==> src/rtl/servo_pwm_avalon.sv <==
// Avalon-MM servo PWM generator with response-pulse width measurement and timeout.
// Define SERVO_PWM_CLAMP_EN to clamp PULSE writes to [MIN_PULSE, MAX_PULSE] instead of [0, PERIOD_CYCLES].
module servo_pwm_avalon #(
  parameter int PERIOD_CYCLES = 1000000,
  parameter int MIN_PULSE     = 50000,
  parameter int MAX_PULSE     = 100000,
  parameter int MEAS_W        = 21
) (
  input  logic        clk,
  input  logic        reset_n,
  input  logic [1:0]  avs_address,
  input  logic        avs_write,
  input  logic [31:0] avs_writedata,
  input  logic        avs_read,
  output logic [31:0] avs_readdata,
  output logic        pwm_out,
  input  logic        pwm_response
);

  localparam logic [31:0] PERIOD = 32'(PERIOD_CYCLES);
  localparam logic [31:0] LAST   = 32'(PERIOD_CYCLES - 1);
  localparam logic [31:0] TO_LIM = 32'(2 * PERIOD_CYCLES);
  localparam logic [31:0] MINP   = 32'(MIN_PULSE);
  localparam logic [31:0] MAXP   = 32'(MAX_PULSE);
  localparam logic [MEAS_W-1:0] MEAS_MAX = {MEAS_W{1'b1}};
`ifdef SERVO_PWM_CLAMP_EN
  localparam bit CLAMP_EN = 1'b1;
`else
  localparam bit CLAMP_EN = 1'b0;
`endif

  typedef enum logic [1:0] {S_IDLE, S_HIGH, S_DONE} meas_state_t;

  logic              en;
  logic [31:0]       pulse, pulse_act, pulse_now, frame_cnt, to_cnt;
  logic              resp_s1, resp_s2, resp_d, rise, fall;
  meas_state_t       state;
  logic [MEAS_W-1:0] meas_cnt, meas;
  logic              meas_valid, timeout, to_set;
  logic              wr_ctrl, wr_pulse, rd_status;
  logic [31:0]       rd_mux;

  function automatic logic [31:0] clamp_pulse(input logic [31:0] v);
    logic [31:0] lo, hi;
    lo = CLAMP_EN ? MINP : '0;
    hi = CLAMP_EN ? MAXP : PERIOD;
    if (v < lo)      clamp_pulse = lo;
    else if (v > hi) clamp_pulse = hi;
    else             clamp_pulse = v;
  endfunction

  assign wr_ctrl   = avs_write && (avs_address == 2'd0);
  assign wr_pulse  = avs_write && (avs_address == 2'd1);
  assign rd_status = avs_read  && (avs_address == 2'd3);
  assign rise      = resp_s2 && !resp_d;
  assign fall      = !resp_s2 && resp_d;
  assign to_set    = !rise && (to_cnt == TO_LIM - 32'd1);
  // At frame start the shadow is being reloaded this edge, so compare against the new width.
  assign pulse_now = (frame_cnt == '0) ? pulse : pulse_act;

  always_ff @(posedge clk or negedge reset_n) begin
    if (!reset_n) begin
      en    <= 1'b0;
      pulse <= MINP;
    end else begin
      if (wr_ctrl)  en    <= avs_writedata[0];
      if (wr_pulse) pulse <= clamp_pulse(avs_writedata);
    end
  end

  always_ff @(posedge clk or negedge reset_n) begin
    if (!reset_n) begin
      frame_cnt <= '0;
      pulse_act <= MINP;
      pwm_out   <= 1'b0;
    end else begin
      if (frame_cnt == '0) pulse_act <= pulse;
      pwm_out <= en && (frame_cnt < pulse_now);
      if (wr_ctrl && avs_writedata[1]) frame_cnt <= '0;
      else if (frame_cnt == LAST)      frame_cnt <= '0;
      else                             frame_cnt <= frame_cnt + 32'd1;
    end
  end

  always_ff @(posedge clk or negedge reset_n) begin
    if (!reset_n) begin
      resp_s1  <= 1'b0;
      resp_s2  <= 1'b0;
      resp_d   <= 1'b0;
      state    <= S_IDLE;
      meas_cnt <= '0;
      meas     <= '0;
    end else begin
      resp_s1 <= pwm_response;
      resp_s2 <= resp_s1;
      resp_d  <= resp_s2;
      case (state)
        S_IDLE: if (rise) begin
          state    <= S_HIGH;
          meas_cnt <= '0;
        end
        S_HIGH: begin
          if (meas_cnt != MEAS_MAX) meas_cnt <= meas_cnt + 1'b1;
          if (fall) state <= S_DONE;
        end
        S_DONE: begin
          meas  <= meas_cnt;
          state <= S_IDLE;
        end
        default: state <= S_IDLE;
      endcase
    end
  end

  // Sticky status: a set event in the same cycle as a STATUS read survives the clear.
  always_ff @(posedge clk or negedge reset_n) begin
    if (!reset_n) begin
      to_cnt     <= '0;
      meas_valid <= 1'b0;
      timeout    <= 1'b0;
    end else begin
      if (rise)                 to_cnt <= '0;
      else if (to_cnt < TO_LIM) to_cnt <= to_cnt + 32'd1;
      meas_valid <= (state == S_DONE) || (meas_valid && !rd_status);
      timeout    <= to_set || (timeout && !rd_status);
    end
  end

  always_comb begin
    rd_mux = '0;
    case (avs_address)
      2'd0: rd_mux = {31'd0, en};
      2'd1: rd_mux = pulse;
      2'd2: rd_mux = 32'(meas);
      2'd3: rd_mux = {30'd0, timeout, meas_valid};
      default: rd_mux = '0;
    endcase
  end

  always_ff @(posedge clk or negedge reset_n) begin
    if (!reset_n)      avs_readdata <= '0;
    else if (avs_read) avs_readdata <= rd_mux;
  end

endmodule

==> config.mk <==
export PLATFORM = sky130hd
export DESIGN_NAME = servo_pwm_avalon
export DESIGN_NICKNAME = d
export VERILOG_FILES = /design/src/rtl/servo_pwm_avalon.sv
export SDC_FILE = /design/constraint.sdc
export NUM_CORES = 1
export LEC_CHECK = 0
export CAP_MARGIN = 20
export CORE_MARGIN = 4
export CORE_UTILIZATION = 50
export CTS_CLUSTER_SIZE = 8
export DETAILED_ROUTE_END_ITERATION = 10
export PLACE_DENSITY = 0.66
export SLEW_MARGIN = 10
export SYNTH_ARGS = -nofsm -noshare
export SYNTH_HDL_FRONTEND = slang
export SYNTH_SLANG_ARGS = --single-unit
export TNS_END_PERCENT = 30
==> constraint.sdc <==
create_clock -name clk -period 4.4 [get_ports clk]
set_input_delay 0.66 -clock clk [delete_from_list [all_inputs] [get_ports clk]]
set_output_delay 0.66 -clock clk [all_outputs]
set_load 0.02 [all_outputs]
# After elaboration in Yosys (flattened, before gate mapping)
# Cells that the tools add are included.
[word_totals]
regBits = 211
inputBits = 39
out_inout_bits = 33
word_cells = 70
[classes]
addsub = 3
magnitude_cmp = 4
eq_ne = 11
n_mux = 14
reduce_logical = 23
[op_table]
columns = ["operator", "count"]
rows = [
  ["2-to-1 mux 32 bit", 7],
  ["case mux 32 bit (4 select lines)", 1],
  ["adder 32 x 1 -> 32 bit (second input constant)", 2],
  ["2-to-1 mux 21 bit", 2],
  ["case mux 21 bit (2 select lines)", 1],
  ["== test 32 x 20 -> 1 bit (second input constant)", 1],
  ["== test 32 x 21 -> 1 bit (second input constant)", 1],
  ["> comparator 32 x 20 -> 1 bit (second input constant)", 1],
  ["zero test 32 bit", 1],
  ["< comparator 32 x 1 -> 1 bit (second input constant)", 1],
  ["< comparator 32 x 21 -> 1 bit (second input constant)", 1],
  ["< comparator 32 bit", 1],
  ["adder 21 x 1 -> 21 bit (second input constant)", 1],
  ["!= test 21 bit (second input constant)", 1],
  ["logical AND 1 bit", 10],
  ["== test 2 bit (second input constant)", 3],
  ["!= test 2 bit (second input constant)", 3],
  ["== test 2 x 1 -> 1 bit (second input constant)", 2],
  ["zero test 1 bit", 4],
  ["zero test 2 bit", 2],
  ["2-to-1 mux 2 bit", 2],
  ["case mux 2 bit (2 select lines)", 1],
  ["nonzero test 2 bit", 2],
  ["AND reduction 3 bit", 1],
  ["other kinds (2)", 3],
]

# Longest topological paths before layout
# Gate-level depths: netlist of run 1.
[logic_depth]
ltp_word = 5
mapped_depth = 15
mapped_depth_nobuf = 13

# Worst setup path after synthesis of run 1
# OpenSTA, ideal clock, no wires.
[synth_timing]
kind = "reg2reg"
startpoint = "reg frame_cnt[11]"
endpoint = "reg pwm_out"
setup_time_ns = 0.078
arrival_ns = 3.094
required_ns = 4.322
path_slack_ns = 1.229
path_stages_with_launch = 13
path_buffers = 1
period_less_slack_ns = 3.171
path_cell_list = "dfrtp_1 > or4_1 > nor4_4 > buf_2 > mux2_2 > inv_1 > ha_1 > a21oi_1 > o21ai_0 > o221ai_1 > a31oi_1 > a311oi_1 > a21boi_1"
[synth_between]
elab_chain_cells = 4
[synth_rtl]
columns = ["item", "line", "rtl"]
rows = [
  ["start, declared", "35", "logic [31:0] pulse, pulse_act, pulse_now, frame_cnt, to_cnt;"],
  ["start signal, assigned", "81", "else frame_cnt <= frame_cnt + 32'd1;"],
  ["zero test 32 bit", "59", "assign pulse_now = (frame_cnt == '0) ? pulse : pulse_act;"],
  ["2-to-1 mux 32 bit", "--", ""],
  ["named net pulse_now[17]", "35", ""],
  ["< comparator 32 bit", "78", "pwm_out <= en && (frame_cnt < pulse_now);"],
  ["logical AND 1 bit", "78", ""],
  ["end signal, assigned", "78", ""],
  ["end, declared", "16", "output logic pwm_out,"],
]
# The timed path passes the listed nets, and every way through them passes these cells.
# A chain may end at the register's enable or synchronous reset.

# Final worst setup path of run 1
[layout_timing]
startpoint = "reg frame_cnt[10]"
endpoint = "reg pwm_out"
# The elaborated chain is that of the path after synthesis.

==> results of run 1 <==
-- metal layers --
metal | global-route usage [%] | vias to the layer above | share of wire, %
met5 | 0 | - | 0
met4 | 4.380 | 0 | 1.8
met3 | 3.342 | 35 | 5.0
met2 | 31.66 | 155 | 46
met1 | 29.90 | 3437 | 47
li1 | - | 3385 | -
-- cells by family (layout without fill, tap and decap cells) --
group | count (synthesis) | after routing | share of synthesized area, %
xor gates and xnor gates | 58 | 58 | 5.200
DFF | 211 | 211 | 54.20
muxes | 60 | 60 | 6.660
AOI/OAI and AO/OA | 133 | 133 | 8.632
buffers and inverters | 93 | 192 | 3.624
adders and majority gates | 35 | 35 | 4.483
and+or+nand+nor | 327 | 327 | 17.20
-- synth_stat cells (3+ instances only) --
master	number
a211oi_1	3
a21o_1	3
a21oi_1	42
a22o_1	13
a22oi_1	20
a311oi_1	3
a31oi_1	3
and2_1	27
and3_1	14
and4_1	7
buf_2	4
clkbuf_1	32
dfrtp_1	199
dfstp_2	12
ha_1	35
inv_1	56
mux2_2	30
mux2i_1	29
nand2_1	41
nand2b_1	5
nand3_1	37
nand4_1	31
nor2_1	104
nor2b_1	9
nor3_1	11
nor4_1	24
o21ai_0	30
or3_1	8
xnor2_1	18
xor2_1	40
-- worst reg2reg max path: cells and delay by family (launching register included) --
family | cells | cell delay [ps]
AO/OA/AOI/OAI | 6 | 910
AND/OR/NAND/NOR | 2 | 870
buffers and inverters | 2 | 490
flip-flops | 1 | 460
multiplexers | 1 | 410
adder cells (fa/ha/maj) | 1 | 230
-- power by group --
group | total [mW] | leakage (nW) | switching, mW | internal [mW]
clock network | 2.16 | 0.424 | 0.797 | 1.36
registers | 2.25 | 2.81 | 0.148 | 2.10
logic | 0.733 | 2.12 | 0.400 | 0.333
-- stage by stage --
step,utilization [%],cell area [um^2]
after floorplan,-,9769
after global placement,56.72,10750
after detailed placement,56.80,10770
after CTS,61.52,11660
after global routing,61.52,11660
final,61.52,11660
-- cell type report --
type                            count  area share, %
Clock inverter                      1         0.2575
Clock buffer                       55          7.424
Tap cell                          260          2.789
Timing Repair Buffer               80          6.834
Multi-Input combinational cell    613          35.49
Inverter                           56          1.802
Sequential cell                   211          45.40
-- final timing paths --
path,to,slack [ps],cells after the start
hold reg to reg,resp_s2,350,0
min in group clk,resp_s2,350,0
setup / recovery,pwm_out,960,12
max in group asynchronous,avs_readdata[17],3200,2
hold / removal,to_cnt[22],220,1
setup reg to reg,pwm_out,960,12
-- sequential cells by signal, summed over array words and instances, names as in the netlist --
register      count
avs_readdata     32
en                1
frame_cnt        32
meas             21
meas_cnt         21
meas_valid        1
pulse            32
pulse_act        32
pwm_out           1
resp_d            1
resp_s1           1
resp_s2           1
state             2
timeout           1
to_cnt           32
==> flow_summary.toml, run 1 <==
[clock_network]
post-cts-setup-buffers = 0
cts_tree = "yes"
cts.sinks = 211
clock_latency_ps = 530
h-tree-depth = 1
cts.clk_slew.worst_paths_ps = 50
clockBufferDepth = 3
cts_inserted_buffers = 30
clock-root-buffer = "clkbuf_16"
cts_resized = 0
postCtsHoldBufs = 0

[setup_path]
critPathKind = "register to register"
rr_startpoint = "frame_cnt[10]"
path_delay_family = "compound AO/OA/AOI/OAI gates"
crit_slowest_cell = "or4_1"
crit_fanout = 26
critical_path_buf_inv_count = 2
crit_start = "frame_cnt[10]"
max_stage_delay_ps = 600
path_cells = "or4_1 -> nor4_4 -> buf_4 -> mux2_2 -> inv_1 -> ha_1 -> a21oi_1 -> o21ai_0 -> o221ai_1 -> a31oi_1 -> a311oi_1 -> a21boi_1"
worstSetupStartpointType = "register"
arrival_ps = 3900
worstPathRequired_ps = 4860
end_kind = "register"

[detailed_routing]
routedWlPerCell_um = 17.01
dr_total_vias = 7012
drt_iter0_drc = 384
dr.pass1.iters = 5
vias_per_cell = 5.495
ant_nets = 0
wl_um = 21710
drc_errors = 0

[power]
power_density_nw_per_um2 = 440.5
p_leak_nw = 5.354
ir_worst_vdd_uv = 396.2
finalPower_mw = 5.137

[yosys]
synth_area_leader_cell = "dfrtp_1"
synth_area_leaders = "dfrtp_1 (51%), ha_1 (4.5%), nor2_1 (4.0%), xor2_1 (3.6%), mux2_2 (3.5%)"
synthCells = 917
synth_edf_count = 0
yosys_register_bits = 211
syn-num-nets = 991
seq_area_frac_synth_pct = 54.20
ys_warn_count = 0
syn_area_um2 = 9769
avgSynthCellArea_um2 = 10.65
yosysTopAreaCellShare_pct = 50.97
synth_cell_types = 53
ys.flop_type = "dfrtp_1"
async_flop_share_pct = 100.0

[die]
die_w_um = 147.8
core_area_um2 = 18960
ios = 72
die-area_um2 = 21840
start_util_pct = 51.54
die_y_um = 147.8
num_rows = 50

[global_routing]
grt_first_pass_wirelength_um = 36290
grt_pass1_vias = 6978
grt_max_degree = 102
antenna_found_initial = 0
grt_remaining_overflow = 0
grt_usage_pct = 20.20

[cells_and_area]
final_cell_mix = "dfrtp_1 (199), nor2_1 (104), clkdlybuf4s50_1 (69)"
regArea_um2 = 5295
nets = 1066
final_layout_size_suffix_gt1_share_pct = 9.350
mostFrequentLayoutCell = "dfrtp_1"
area_growth_syn_to_layout_pct = 19.38
diodes = 0
fillers = 1593
fin_cells = 1276
multi_input_area_um2 = 4139

[job]
cap_viol_max_count = 0

[timing]
min_period_over_period_pct = 78.18
fmax_mhz = 290.7
setup_viol = 0
fin_hold_ws_ps = 215.8
period_needed_ps = 3440
fin_ws_ps = 959.9
slew_violations = 0
slew_headroom_pct = 25.52
fin_tns_setup_ps = 0
grt_setup_unrepaired = "false"
worstMarginPinSlew_ps = 1110
clock_skew_ps = 9.509
hold_violations = 0

[outcome]
status = "finished, final reports clean"

[placement]
dp_cells = 1220
dp_slack_ps = 970.0
dp_hpwl_um = 15100
place_congestion = 0.8920
numPortBuffers = 71

[worst_hold_path]
hold_class = "primary input to async pin"
Note: power is estimated with default switching activity, not from simulation.
==> run 2, diff against run 1 <==
==> constraint.sdc (replaced) <==
create_clock -name clk -period 3.5 [get_ports clk]
set_input_delay 0.525 -clock clk [delete_from_list [all_inputs] [get_ports clk]]
set_output_delay 0.525 -clock clk [all_outputs]
set_load 0.02 [all_outputs]
==> run 2 against run 1 <==
Against the previous run:
- worst setup slack got worse by 690 ps
- via count fell by 0.70%
- die area did not move
- design area rose by 1.1%
- critical path depth did not move
- clock skew rose by 1.3 ps
- register-to-register slack got worse by 690 ps
- sequential share of layout area fell by 0.51 points
- combinational power rose by 30%
- largest cell class unchanged
==> flow_summary.toml, run 2 (synthesis gave the netlist of run 1 again) <==
[cells_and_area]
fin_cells = 1291
diodes = 0
mostFrequentLayoutCell = "dfrtp_1"
final_layout_size_suffix_gt1_share_pct = 10.57
final_cell_mix = "dfrtp_1 (199), nor2_1 (104), clkdlybuf4s50_1 (69)"
regArea_um2 = 5295
nets = 1081
fillers = 1561
fin_area_um2 = 11800
area_growth_syn_to_layout_pct = 20.74
multi_input_area_um2 = 4136

[setup_path]
crit_fanout = 13
path_delay_family = "simple AND/OR/NAND/NOR gates"
cpMostUsedCell = "nor3_1"
max_stage_delay_ps = 470
worstSetupStartpointType = "register"
critical_path_buf_inv_count = 1
crit_slowest_cell = "dfrtp_1"
worstPathRequired_ps = 3960
arrival_ps = 3690
end_kind = "register"
critPathKind = "register to register"
path_cells = "nor4_1 -> nand4_1 -> nor4_4 -> buf_12 -> mux2i_1 -> ha_1 -> a21oi_1 -> nor3_1 -> nor3_1 -> a31oi_1 -> a311oi_1 -> a21boi_1"

[clock_network]
clock_latency_ps = 530
cts.sinks = 211
postCtsHoldBufs = 0
clockBufferDepth = 3
cts_tree = "yes"
cts.clk_slew.worst_paths_ps = 50
h-tree-depth = 1
clock-root-buffer = "clkbuf_16"
cts_inserted_buffers = 30

[die]
num_rows = 50
ios = 72
die_y_um = 147.8
start_util_pct = 51.54
core_area_um2 = 18960
die_w_um = 147.8
die-area_um2 = 21840

[job]
cap_viol_max_count = 0

[placement]
numPortBuffers = 71
place_congestion = 0.8760
detailed_place.area_um2 = 10870
dp_cells = 1233
dp_hpwl_um = 15430

[timing]
period_needed_ps = 3230
setup_viol = 0
grt_setup_unrepaired = "false"
worstMarginPinSlew_ps = 800.0
clock_skew_ps = 10.79
hold_violations = 0
slew_violations = 0
fmax_mhz = 309.6
fin_tns_setup_ps = 0
slew_headroom_pct = 45.29
min_period_over_period_pct = 92.28

[power]
p_leak_nw = 5.435
ir_worst_vdd_uv = 465.7
power_density_nw_per_um2 = 547.9

[detailed_routing]
dr.pass1.iters = 5
vias_per_cell = 5.393
dr_total_vias = 6963
ant_nets = 0
wl_um = 21850
routedWlPerCell_um = 16.93
drc_errors = 0
drt_iter0_drc = 491

[global_routing]
grt_usage_pct = 20.28
grt_first_pass_wirelength_um = 36300
grt_max_degree = 83
grt_remaining_overflow = 0
grt_pass1_vias = 6817
antenna_found_initial = 0

[worst_hold_path]
hold_class = "primary input to async pin"

[outcome]
status = "finished, final reports clean"
==> run 2: cell types whose count changed in the layout (fill, tap and decap cells not counted), sizes merged <==
cell / change
buf: +14
clkbuf: +1
==> run 2: routing by layer <==
metal	share of wire, %	routed length (um)	GRT usage, %
met2	44	9581	29.82
met4	1.7	378	4.473
met5	0	0	0
met3	6.1	1330	4.231
met1	48	10570	31.13
==> run 2: area by class of cell <==
class,instances,share of cell area (%)
repair buffers,95,7.903
well taps,260,2.758
clock inverters,1,0.2546
multi-input cells,613,35.07
inverters,56,1.782
clock buffers,55,7.341
flip-flops and latches,211,44.89
==> run 2: repair_timing <==
item                                    4_1_cts  5_1_grt
buffers inserted                              0        1
endpoints found under the setup margin        0        1
resized for setup                             0        0
==> run 2: path summary, 6_finish.rpt <==
| check | end | slack [ps] | startpoint | cells after the start |
|---|---|---|---|---|
| setup / recovery | pwm_out | 270 | frame_cnt[16] | 12 |
| hold / removal | to_cnt[25] | 40 | reset_n | 1 |
| setup reg to reg | pwm_out | 270 | frame_cnt[16] | 12 |
| hold reg to reg | resp_s2 | 340 | resp_s1 | 0 |
| max in group asynchronous | pulse_act[15] | 2640 | reset_n | 2 |
| min in group clk | resp_s2 | 340 | resp_s1 | 0 |
==> run 2: stage by stage <==
step | util (%) | power (mW) | hold slack (ps) | worst slack (ps)
after global routing | 62.22 | 6.822 | 70.73 | 60.40
final | 62.22 | 6.462 | 35.15 | 270.3
after CTS | 62.05 | 6.542 | 46.08 | 255.1
after floorplan | - | 3.421 | 229.4 | 328.6
after global placement | 57.33 | 3.782 | 336.4 | 319.7
after detailed placement | 57.33 | 3.803 | 334.7 | 262.6
==> run 2: report_power, final <==
group / switching (mW) / internal, mW
Clock: 0.980 / 1.71
Combinational: 0.513 / 0.440
Sequential: 0.180 / 2.64
==> run 2: worst register-to-register path, stage by stage (launching register included) <==
cell	delay, ps
dfrtp_1	470
nor4_1	310
nand4_1	190
nor4_4	360
buf_12	200
mux2i_1	390
ha_1	310
a21oi_1	150
nor3_1	60
nor3_1	140
a31oi_1	130
a311oi_1	250
a21boi_1	180
